`src/rtl/gpio_in_conditioner.sv`:
```
// Pad input conditioner for the AHB GPIO block: synchronise, word-level debounce,
// and append the parity bit that GPIOIN is checked against.
module gpio_in_conditioner #(
    parameter int SYNC_STAGES     = 2,
    parameter int DEBOUNCE_CYCLES = 4
) (
    input  logic        clk,
    input  logic        reset,
    input  logic [15:0] pins_in,
    input  logic        parity_sel,
    input  logic        inject_err,
    output logic [16:0] gpioin,
    output logic        gpioin_valid,
    output logic [7:0]  change_cnt
);

    localparam int STAB_W = (DEBOUNCE_CYCLES > 1) ? $clog2(DEBOUNCE_CYCLES) : 1;
    localparam logic [STAB_W-1:0] STAB_LAST = STAB_W'(DEBOUNCE_CYCLES - 1);

    logic [SYNC_STAGES-1:0][15:0] sync_q;
    logic [15:0]                  sync;

    logic [15:0]       cand_q, cand_d;
    logic [STAB_W-1:0] stab_q, stab_d;
    logic [15:0]       data_q, data_d;
    logic              par_q, par_d;
    logic              valid_q, valid_d;
    logic [7:0]        cnt_q, cnt_d;

    assign sync = sync_q[SYNC_STAGES-1];

    // Settling is implied by cand != committed data; no separate state register.
    always_comb begin
        cand_d  = cand_q;
        stab_d  = stab_q;
        data_d  = data_q;
        valid_d = 1'b0;
        cnt_d   = cnt_q;
        if (sync != cand_q) begin
            cand_d = sync;
            stab_d = '0;
        end else if (cand_q != data_q) begin
            if (stab_q == STAB_LAST) begin
                data_d  = cand_q;
                valid_d = 1'b1;
                if (cnt_q != 8'hFF) begin
                    cnt_d = cnt_q + 8'd1;
                end
            end else begin
                stab_d = stab_q + 1'b1;
            end
        end
        par_d = (^data_d) ^ parity_sel ^ inject_err;
    end

    always_ff @(posedge clk) begin
        if (reset) begin
            sync_q  <= '0;
            cand_q  <= '0;
            stab_q  <= '0;
            data_q  <= '0;
            par_q   <= 1'b0;
            valid_q <= 1'b0;
            cnt_q   <= '0;
        end else begin
            sync_q  <= {sync_q[SYNC_STAGES-2:0], pins_in};
            cand_q  <= cand_d;
            stab_q  <= stab_d;
            data_q  <= data_d;
            par_q   <= par_d;
            valid_q <= valid_d;
            cnt_q   <= cnt_d;
        end
    end

    assign gpioin       = {par_q, data_q};
    assign gpioin_valid = valid_q;
    assign change_cnt   = cnt_q;

endmodule

```
`config.mk`:
```
export PLATFORM = sky130hd
export DESIGN_NAME = gpio_in_conditioner
export DESIGN_NICKNAME = d
export VERILOG_FILES = /design/src/rtl/gpio_in_conditioner.sv
export SDC_FILE = /design/constraint.sdc
export NUM_CORES = 1
export LEC_CHECK = 0
export ABC_AREA = 1
export BUFFER_PORTS_ARGS = -buffer_cell sky130_fd_sc_hd__buf_2
export CORE_MARGIN = 5
export CORE_UTILIZATION = 60
export DETAILED_ROUTE_END_ITERATION = 6
export GPL_ROUTABILITY_DRIVEN = 0
export PLACE_DENSITY = 0.8
export SLEW_MARGIN = 30
export SYNTH_ARGS = -nofsm -noshare
export SYNTH_HDL_FRONTEND = slang
export SYNTH_SLANG_ARGS = --single-unit
```
`constraint.sdc`:
```
create_clock -name clk -period 5.5 [get_ports clk]
set_input_delay 0.825 -clock clk [delete_from_list [all_inputs] [get_ports clk]]
set_output_delay 0.825 -clock clk [all_outputs]
set_load 0.02 [all_outputs]
```
-- Word-level counts from Yosys, hierarchy flattened
Cells that the tools add are included.
- $add $sub $neg: 2
- equal/unequal tests: 4
- mux-type cells: 4
- bitwise operators: 5
- reduce and logical (&&, ||, !) cells: 5
- operators with widths (operator ; number):
    $mux 16 ; 3
    $ne 16x16->1 ; 2
    $reduce_xor 16->1 ; 1
    $add 8x1->8 const B ; 1
    $ne 8x8->1 const B ; 1
    $reduce_and 4->1 ; 1
    $not 1->1 ; 3
    $reduce_or 3->1 ; 1
    $add 2x1->2 const B ; 1
    $eq 2x2->1 const B ; 1
    $reduce_and 2->1 ; 1
    $reduce_or 2->1 ; 1
    $xor 1x1->1 ; 2
    $mux 1 ; 1
- register bits: 76
- input bits: 20
- output and inout port bits: 26
- logic and storage cells: 28

-- Depth between registers and ports, before layout
Gate-level depths: netlist of the first run.
- depth in word-level cells: 7
- gate-level depth with buffers: 22
- depth with buffers taken out: 21

-- Worst setup path after synthesis of the first run
No wires, ideal clock.
- path kind: reg-to-reg
- start point: register stab_q[0]
- end point: register par_q
- library setup time: 114 ps
- arrival time: 1861 ps
- data required time: 5386 ps
- path slack: 3525 ps
- stages on the path, launching flop included: 20
- path buffers: 2
- period minus slack after synthesis: 1975 ps
- path through: dfxtp_1 > ha_1 > clkbuf_1 > inv_1 > clkbuf_1 > nand2_1 > o21ai_0 > nand3_1 > nand2_1 > clkinv_1 > nand2_1 > nand2_1 > inv_1 > nand2_1 > nand2_1 > nand2_1 > nand2_1 > inv_2 > nor2_1 > nor2_2
- longest elaborated chain between the ends: 7
- RTL lines (element ; RTL line ; text):
    start, declared ; 24 ; logic [STAB_W-1:0] stab_q, stab_d;
    start signal, assigned ; 68 ; stab_q <= stab_d;
    $eq 2x2->1 ; 43 ; if (stab_q == STAB_LAST) begin
    $mux 16 ; 43 ;
    $mux 16 ; 42 ; end else if (cand_q != data_q) begin
    $mux 16 ; 39 ; if (sync != cand_q) begin
    $reduce_xor 16->1 ; 53 ; par_d = (^data_d) ^ parity_sel ^ inject_err;
    $xor 1x1->1 (2 in a row) ; 53 ;
    end signal, assigned ; 70 ; par_q <= par_d;
    end, declared ; 26 ; logic par_q, par_d;
Every way passes these cells.
A chain may end at the register's enable or synchronous reset.

-- Worst setup path in the final report of the first run
Ends and elaborated chain as after synthesis.

==> flow_metrics.tcl, run 1 <==
set metrics [dict create \
    io_buffers 45 \
    report.final.slew_viol_count 0 \
    synth-adder-area-share_pct 0.7102 \
    cp-start-kind "register" \
    io-pin-count 46 \
    yosys_warnings 0 \
    max_cap_violations 0 \
    min_delay_worst_endpoint "sync[5]" \
    reg2regPathDepth 14 \
    synth_top_area_share_pct 43.18 \
    routed_wire_length_per_instance_um 10.62 \
    arrival_ps 2810 \
    place_area_um2 3775 \
    grt_antenna_before_repair 0 \
    timing.final.crit_period_ps 2558 \
    chipHeight_um 86.63 \
    cts_max_path_buffers 2 \
    antennaDiodeCount 0 \
    cts_tree "built" \
    compound_cell_area_share_of_the_yosys_netlist_pct 5.433 \
    cts.repair_timing.setup_buffer_count 0 \
    synth_sequential_area_ratio_pct 43.18 \
    grt_util_met2_pct 32.75 \
    ctsResizeCount 0 \
    grt_util_met1_pct 24.22 \
    crit_path_max_fanout 25 \
    synth_flop_cell "sky130_fd_sc_hd__dfxtp_1" \
    power_density_nw_per_um2 320.6 \
    post-synth-top-area-cell "sky130_fd_sc_hd__dfxtp_1" \
    min_period_over_period_pct 46.50 \
    hpwlAfterDp_um 5025 \
    ant_nets 0 \
    synth_enable_flop_cells 0 \
    worstReg2RegStart "stab_q[0]" \
    synth_simple_gate_area_share_pct 32.85 \
    status "finished clean" \
    drt-initial-drc-count 199 \
    endpoint_kind "register" \
    post_synth_instance_area_um2 3523 \
    detailroute.via_count 3086 \
    totalNegativeSetupSlack_ps 0 \
    synth_nets 548 \
    start_util_pct 60.59 \
    clock_tree_root "sky130_fd_sc_hd__clkbuf_8" \
    netlist_instances 526 \
    drt-pass1-iter-count 4 \
    vias_in_the_first_global_route 2823 \
    area_of_the_die_um2 7505 \
    grt_setup_unrepaired "no" \
    cts_num_sinks 76 \
    cts.reportedPaths.clkPinSlew_ps 80 \
    tritoncts.num_buffers 9 \
    worstHoldPathCells 2 \
    number_of_hold_repair_buffers_added_at_the_cts_stage 0 \
    vdd.ir_drop.worst_uv 196.3 \
    clock.fmax_mhz 391.0 \
    syn2layout_area_growth_pct 14.20 \
    num_rows 28 \
    share_of_cells_above_drive_strength_1_pct 15.88 \
    criticalPathCategory "register to register" \
    reg2reg_to "par_q" \
    busiest_layer "met2" \
    grt_remaining_overflow 0 \
    design_power_total_mw 1.290 \
    clkLatencyLatePin_ps 350 \
    synth_async_sr_flop_share_pct 0 \
    synthMuxAreaShare_pct 0.2841 \
    cp.required_ps 5760 \
    synth.distinct_cells 28 \
    dieWidth_um 86.63 \
    postSynthRegisterBits 76 \
    floorplan.core_area_um2 5816 \
    synth_area_in_xor_xnor_pct 4.972 \
    hold_path.startpoint "sync_q[5]" \
    yosys.cell_count.top_type "sky130_fd_sc_hd__nand2_1" \
    gr-usage-all-layers_pct 20.07 \
    syn-mean-instance-area_um2 6.698 \
    yosys-top-cells-area "sky130_fd_sc_hd__dfxtp_1 (43%), sky130_fd_sc_hd__nand2_1 (16%), sky130_fd_sc_hd__inv_1 (8.9%)" \
    setup-violations-final 0 \
    grt_util_met3_pct 4.183 \
    pin_count_of_the_biggest_net_entering_global_routing 39 \
    worst_slew_pin_slew_ps 754.5 \
    wl_um 6881 \
    grt_first_pass_wirelength_um 11960 \
    htree_num_levels 3 \
    ys_top_cells_by_count "sky130_fd_sc_hd__nand2_1 (154), sky130_fd_sc_hd__inv_1 (84), sky130_fd_sc_hd__nor2_1 (81)" \
    final_net_count 590 \
    post-route-drc-count 0 \
    synth_top_family_by_area "simple AND/OR/NAND/NOR gates" \
    max_slew_margin_pct 49.70 \
    fin_skew_ps 9.485 \
    finish.instance_area_um2 4024 \
    worst_reg_to_reg_setup_slack_ps 2940 \
    viasPerCell 4.762 \
    hold_class "register to register" \
    power.static_leakage_nw 2.167 \
    hold_viol_final 0 \
]
==> through the flow <==
step / hold WS (ps) / utilization [%] / worst slack (ps) / cells
floorplan: 388.3 / - / 3525 / 526
global placement: 389.2 / 64.91 / 3029 / 632
detailed placement: 392.1 / 64.91 / 2997 / 632
CTS: 402.6 / 69.19 / 2986 / 648
global route: 417.4 / 69.19 / 2526 / 648
finish: 402.1 / 69.19 / 2942 / 648
==> routing by layer <==
metal | vias up | share of wire [%] | routed length, um
li1 | 1643 | - | -
met1 | 1351 | 46 | 3155
met2 | 77 | 46 | 3168
met3 | 15 | 5.0 | 346
met4 | 0 | 3.1 | 210
met5 | - | 0 | 0
==> cells by family (layout without fill, tap and decap cells) <==
| kind of cell | Yosys count | in the layout |
|---|---|---|
| simple gates | 280 | 280 |
| flops | 76 | 76 |
| fa+ha+maj | 2 | 2 |
| mux | 1 | 1 |
| xor+xnor | 20 | 20 |
| compound gates | 34 | 34 |
| buf+inv | 113 | 160 |
==> state kept, by name, summed over array words and instances (netlist names) <==
register,count
cand_q,16
change_cnt,8
data_q,16
gpioin_valid,1
par_q,1
stab_q,2
sync,16
sync_q,16
==> worst max-delay path: stages (launching register included) <==
cell	delay (ps)
sky130_fd_sc_hd__dfxtp_1	360
sky130_fd_sc_hd__ha_1	660
sky130_fd_sc_hd__inv_1	330
sky130_fd_sc_hd__o21ai_0	230
sky130_fd_sc_hd__nand3_1	140
sky130_fd_sc_hd__nand3_1	140
sky130_fd_sc_hd__nand2_1	60
sky130_fd_sc_hd__nand2_1	80
sky130_fd_sc_hd__nand2_1	60
sky130_fd_sc_hd__nand2_1	70
sky130_fd_sc_hd__nand2_1	50
sky130_fd_sc_hd__nand2_1	50
sky130_fd_sc_hd__nand2_1	70
sky130_fd_sc_hd__nor2_1	130
sky130_fd_sc_hd__nor2_2	50
==> cell type report <==
class	count	area [um2]
Sequential cell	76	1521
Fill cell	505	1792
Clock inverter	6	111.4
Inverter	98	367.9
Tap cell	75	93.84
Multi-Input combinational cell	337	1559
Clock buffer	10	137.6
Timing Repair Buffer	46	232.7
==> cell usage in the layout, fill, tap and decap left out, types with 2 or more instances in the layout <==
master	synthesis	routed
sky130_fd_sc_hd__a21oi_1	15	15
sky130_fd_sc_hd__buf_2	0	45
sky130_fd_sc_hd__bufinv_16	0	3
sky130_fd_sc_hd__clkbuf_8	0	10
sky130_fd_sc_hd__dfxtp_1	76	76
sky130_fd_sc_hd__ha_1	2	2
sky130_fd_sc_hd__inv_1	84	84
sky130_fd_sc_hd__inv_2	13	13
sky130_fd_sc_hd__nand2_1	154	154
sky130_fd_sc_hd__nand2_2	6	6
sky130_fd_sc_hd__nand3_1	21	21
sky130_fd_sc_hd__nand4_1	4	4
sky130_fd_sc_hd__nor2_1	81	81
sky130_fd_sc_hd__nor3_1	4	4
sky130_fd_sc_hd__nor4_1	4	4
sky130_fd_sc_hd__o21ai_0	13	13
sky130_fd_sc_hd__o21ai_2	5	5
sky130_fd_sc_hd__xnor2_1	3	3
sky130_fd_sc_hd__xor2_1	17	17
==> report_power, final <==
part | internal [mW] | switching (mW) | total (mW)
Clock | 0.314 | 0.209 | 0.523
Sequential | 0.573 | 0.0150 | 0.588
Combinational | 0.0636 | 0.116 | 0.180
==> worst max path at each step <==
stage                     slack, ps       endpoint        from
final                          2940          par_q   stab_q[0]
after global routing           2530          par_q   stab_q[0]
after CTS                      2990  change_cnt[1]  cand_q[11]
after detailed placement       3000          par_q   stab_q[0]
after global placement         3030  change_cnt[1]  cand_q[11]
after floorplan                3530          par_q   stab_q[0]
Note: power is estimated with default switching activity, not from simulation.
==> run 2: changes to the inputs <==
--- a/config.mk
+++ b/config.mk
@@ -5,13 +5,13 @@
 export SDC_FILE = /design/constraint.sdc
 export NUM_CORES = 1
 export LEC_CHECK = 0
-export ABC_AREA = 1
+export ABC_AREA = 0
 export BUFFER_PORTS_ARGS = -buffer_cell sky130_fd_sc_hd__buf_2
 export CORE_MARGIN = 5
-export CORE_UTILIZATION = 60
+export CORE_UTILIZATION = 56
 export DETAILED_ROUTE_END_ITERATION = 6
 export GPL_ROUTABILITY_DRIVEN = 0
-export PLACE_DENSITY = 0.8
+export PLACE_DENSITY = 0.77
 export SLEW_MARGIN = 30
 export SYNTH_ARGS = -nofsm -noshare
 export SYNTH_HDL_FRONTEND = slang
==> constraint.sdc (replaced) <==
create_clock -name clk -period 2.6 [get_ports clk]
set_input_delay 0.39 -clock clk [delete_from_list [all_inputs] [get_ports clk]]
set_output_delay 0.39 -clock clk [all_outputs]
set_load 0.02 [all_outputs]
==> run 2 against run 1 <==
- first-iteration DRC count shrank 65%
- critical path depth decreased by 7
- clock power is 75% higher
- design area decreased by 12%
- utilization fell by 3.4 points
- fmax grew 13%
- power rose by 76%
- combinational power down 24%
- worst hold slack got worse by 150 ps
- clock skew decreased by 2.0 ps
- die area down 6.1%
- routed wire length is 21% lower
==> flow_metrics.tcl, run 2 <==
set metrics [dict create \
    cts_max_path_buffers 2 \
    reg2reg_to "change_cnt[2]" \
    cts_tree "built" \
    num_rows 27 \
    floorplan.core_area_um2 5405 \
    vias_in_the_first_global_route 1921 \
    cts.reportedPaths.clkPinSlew_ps 80 \
    synth_flop_cell "sky130_fd_sc_hd__dfxtp_1" \
    drt-pass1-iter-count 4 \
    ant_nets 0 \
    htree_num_levels 3 \
    min_delay_worst_endpoint "sync_q[8]" \
    endpoint_kind "register" \
    post-route-drc-count 0 \
    layout.cells.most_common_list "sky130_fd_sc_hd__dfxtp_1 (76), sky130_fd_sc_hd__nor2b_1 (49), sky130_fd_sc_hd__buf_2 (45)" \
    pin_count_of_the_biggest_net_entering_global_routing 44 \
    io_buffers 45 \
    yosys-top-cells-area "sky130_fd_sc_hd__dfxtp_1 (50%), sky130_fd_sc_hd__xnor2_1 (13%), sky130_fd_sc_hd__nor2b_1 (10%)" \
    grt_setup_unrepaired "no" \
    synth_sequential_area_ratio_pct 49.71 \
    fin_skew_ps 7.524 \
    min_period_over_period_pct 86.94 \
    clock.fmax_mhz 442.4 \
    status "finished clean" \
    report.final.slew_viol_count 0 \
    cts_num_sinks 76 \
    worst_reg_to_reg_setup_slack_ps 340 \
    totalNegativeSetupSlack_ps 0 \
    synth_nets 314 \
    worstReg2RegStart "cand_q[13]" \
    chipHeight_um 83.93 \
    cp-start-kind "register" \
    clock_tree_root "sky130_fd_sc_hd__clkbuf_8" \
    syn-mean-instance-area_um2 10.48 \
    io-pin-count 46 \
    area_of_the_die_um2 7043 \
    detailroute.via_count 2005 \
    synth.distinct_cells 36 \
    dieWidth_um 83.93 \
    hold_class "input pin to register" \
    timing.final.crit_period_ps 2260 \
    setup.worst_path.start "cand_q[13]" \
    share_of_cells_above_drive_strength_1_pct 21.22 \
    netlist_instances 292 \
    power.static_leakage_nw 1.606 \
    yosys.cell_count.top_type "sky130_fd_sc_hd__dfxtp_1" \
    synth_top_area_share_pct 49.71 \
    syn2layout_area_growth_pct 16.27 \
    yosys_warnings 0 \
    reg2regPathDepth 7 \
    antennaDiodeCount 0 \
    setup-violations-final 0 \
    start_util_pct 56.62 \
    drt-initial-drc-count 69 \
    post-synth-top-area-cell "sky130_fd_sc_hd__dfxtp_1" \
    grt_first_pass_wirelength_um 9045 \
    design_power_total_mw 2.265 \
    crit_path_max_fanout 17 \
    grt_antenna_before_repair 0 \
    worst_slew_pin_slew_ps 406.1 \
    synth_async_sr_flop_share_pct 0 \
    cp.required_ps 2820 \
    gr-usage-all-layers_pct 16.39 \
    arrival_ps 2480 \
    criticalPathCategory "register to register" \
    power_density_nw_per_um2 636.6 \
    cts.repair_timing.setup_buffer_count 0 \
    worstHoldPathCells 2 \
    max_slew_margin_pct 72.92 \
    vdd.ir_drop.worst_uv 471.7 \
    clkLatencyLatePin_ps 340 \
    wl_um 5469 \
    postSynthRegisterBits 76 \
    finalHoldWorstSlack_ps 250.4 \
    hold_path.startpoint "pins_in[8]" \
    max_cap_violations 0 \
    routed_wire_length_per_instance_um 13.15 \
    layout_commonest_cell "sky130_fd_sc_hd__dfxtp_1" \
    final_net_count 361 \
    ys_top_cells_by_count "sky130_fd_sc_hd__dfxtp_1 (76), sky130_fd_sc_hd__nor2b_1 (49), sky130_fd_sc_hd__xnor2_1 (44)" \
    hpwlAfterDp_um 4033 \
    grt_remaining_overflow 0 \
    synth_enable_flop_cells 0 \
    post_synth_instance_area_um2 3060 \
    hold_viol_final 0 \
    viasPerCell 4.820 \
    tritoncts.num_buffers 9 \
]
## run 2: cell types whose count changed in the layout (fill, tap and decap cells not counted), moves of 5 or more
| cell | previous run | this run |
|---|---|---|
| sky130_fd_sc_hd__inv_2 | 13 | 0 |
| sky130_fd_sc_hd__xnor2_1 | 3 | 44 |
| sky130_fd_sc_hd__mux2i_1 | 1 | 18 |
| sky130_fd_sc_hd__o21ai_2 | 5 | 0 |
| sky130_fd_sc_hd__inv_1 | 84 | 2 |
| sky130_fd_sc_hd__a21oi_1 | 15 | 5 |
| sky130_fd_sc_hd__nand3_1 | 21 | 3 |
| sky130_fd_sc_hd__nand2_2 | 6 | 0 |
| sky130_fd_sc_hd__nand2_1 | 154 | 5 |
| sky130_fd_sc_hd__nor2_1 | 81 | 21 |
| sky130_fd_sc_hd__nor2b_1 | 0 | 49 |
| sky130_fd_sc_hd__o21ai_0 | 13 | 2 |
## run 2: area by class of cell
type,instances,area [um2]
fill,452,1847
sequential,76,1521
multi-input combinational,201,1474
timing repair buffer,49,255.2
clock buffer,11,151.4
tap,72,90.09
clock inverter,5,58.81
inverter,2,7.507
## run 2: how the worst max path moves through the flow
stage	end	slack, ps	cells after the start
2_1_floorplan	data_q[1]	700	8
3_3_place_gp	par_q	370	6
3_5_place_dp	change_cnt[2]	190	7
4_1_cts	change_cnt[2]	170	7
5_1_grt	change_cnt[2]	100	7
6_report	change_cnt[2]	340	7
## run 2: cells by family (layout without fill, tap and decap cells)
group / count (synthesis) / after routing / synth area share [%]
AOI/OAI and AO/OA: 15 / 15 / 3.312
xor gates and xnor gates: 64 / 64 / 18.32
adders and majority gates: 2 / 2 / 0.8175
buffers and inverters: 15 / 67 / 2.371
DFF: 76 / 76 / 49.71
muxes: 19 / 19 / 6.255
and+or+nand+nor: 101 / 101 / 19.21
## run 2: timing repair
item                                    4_1_cts  5_1_grt
endpoints found under the setup margin        0        1
hold buffers                                  0        0
resized for setup                             0        1
## run 2: report_power, final
group	total [mW]	switching [mW]	leakage, nW	internal (mW)
registers	1.21	0.0198	0.621	1.19
logic	0.136	0.0650	0.883	0.0710
clock network	0.915	0.418	0.102	0.497
total	2.27	0.503	1.61	1.76
## run 2: layer usage
layer / global-route usage (%) / vias to the layer above / share of wire [%]
met3: 5.824 / 10 / 5.8
met1: 18.39 / 903 / 43
met4: 7.164 / 0 / 1.8
met5: 0 / - / 0
li1: - / 1046 / -
met2: 27.91 / 46 / 50
## run 2: critical path, stage by stage (launching register included)
cell	delay [ps]
sky130_fd_sc_hd__dfxtp_1	440
sky130_fd_sc_hd__xnor2_1	160
sky130_fd_sc_hd__nand4_1	150
sky130_fd_sc_hd__nor4_4	420
sky130_fd_sc_hd__nand3_4	230
sky130_fd_sc_hd__buf_4	230
sky130_fd_sc_hd__o311ai_0	360
sky130_fd_sc_hd__o41ai_1	140
## run 2: through the flow
step / instances / worst slack (ps) / util (%) / area [um2]
2_1_floorplan: 292 / 699.3 / - / 3060
6_report: 416 / 339.6 / 65.83 / 3558
3_5_place_dp: 400 / 191.2 / 61.81 / 3341
5_1_grt: 416 / 102.0 / 65.83 / 3558
4_1_cts: 416 / 171.8 / 65.69 / 3551
3_3_place_gp: 400 / 367.8 / 61.81 / 3341
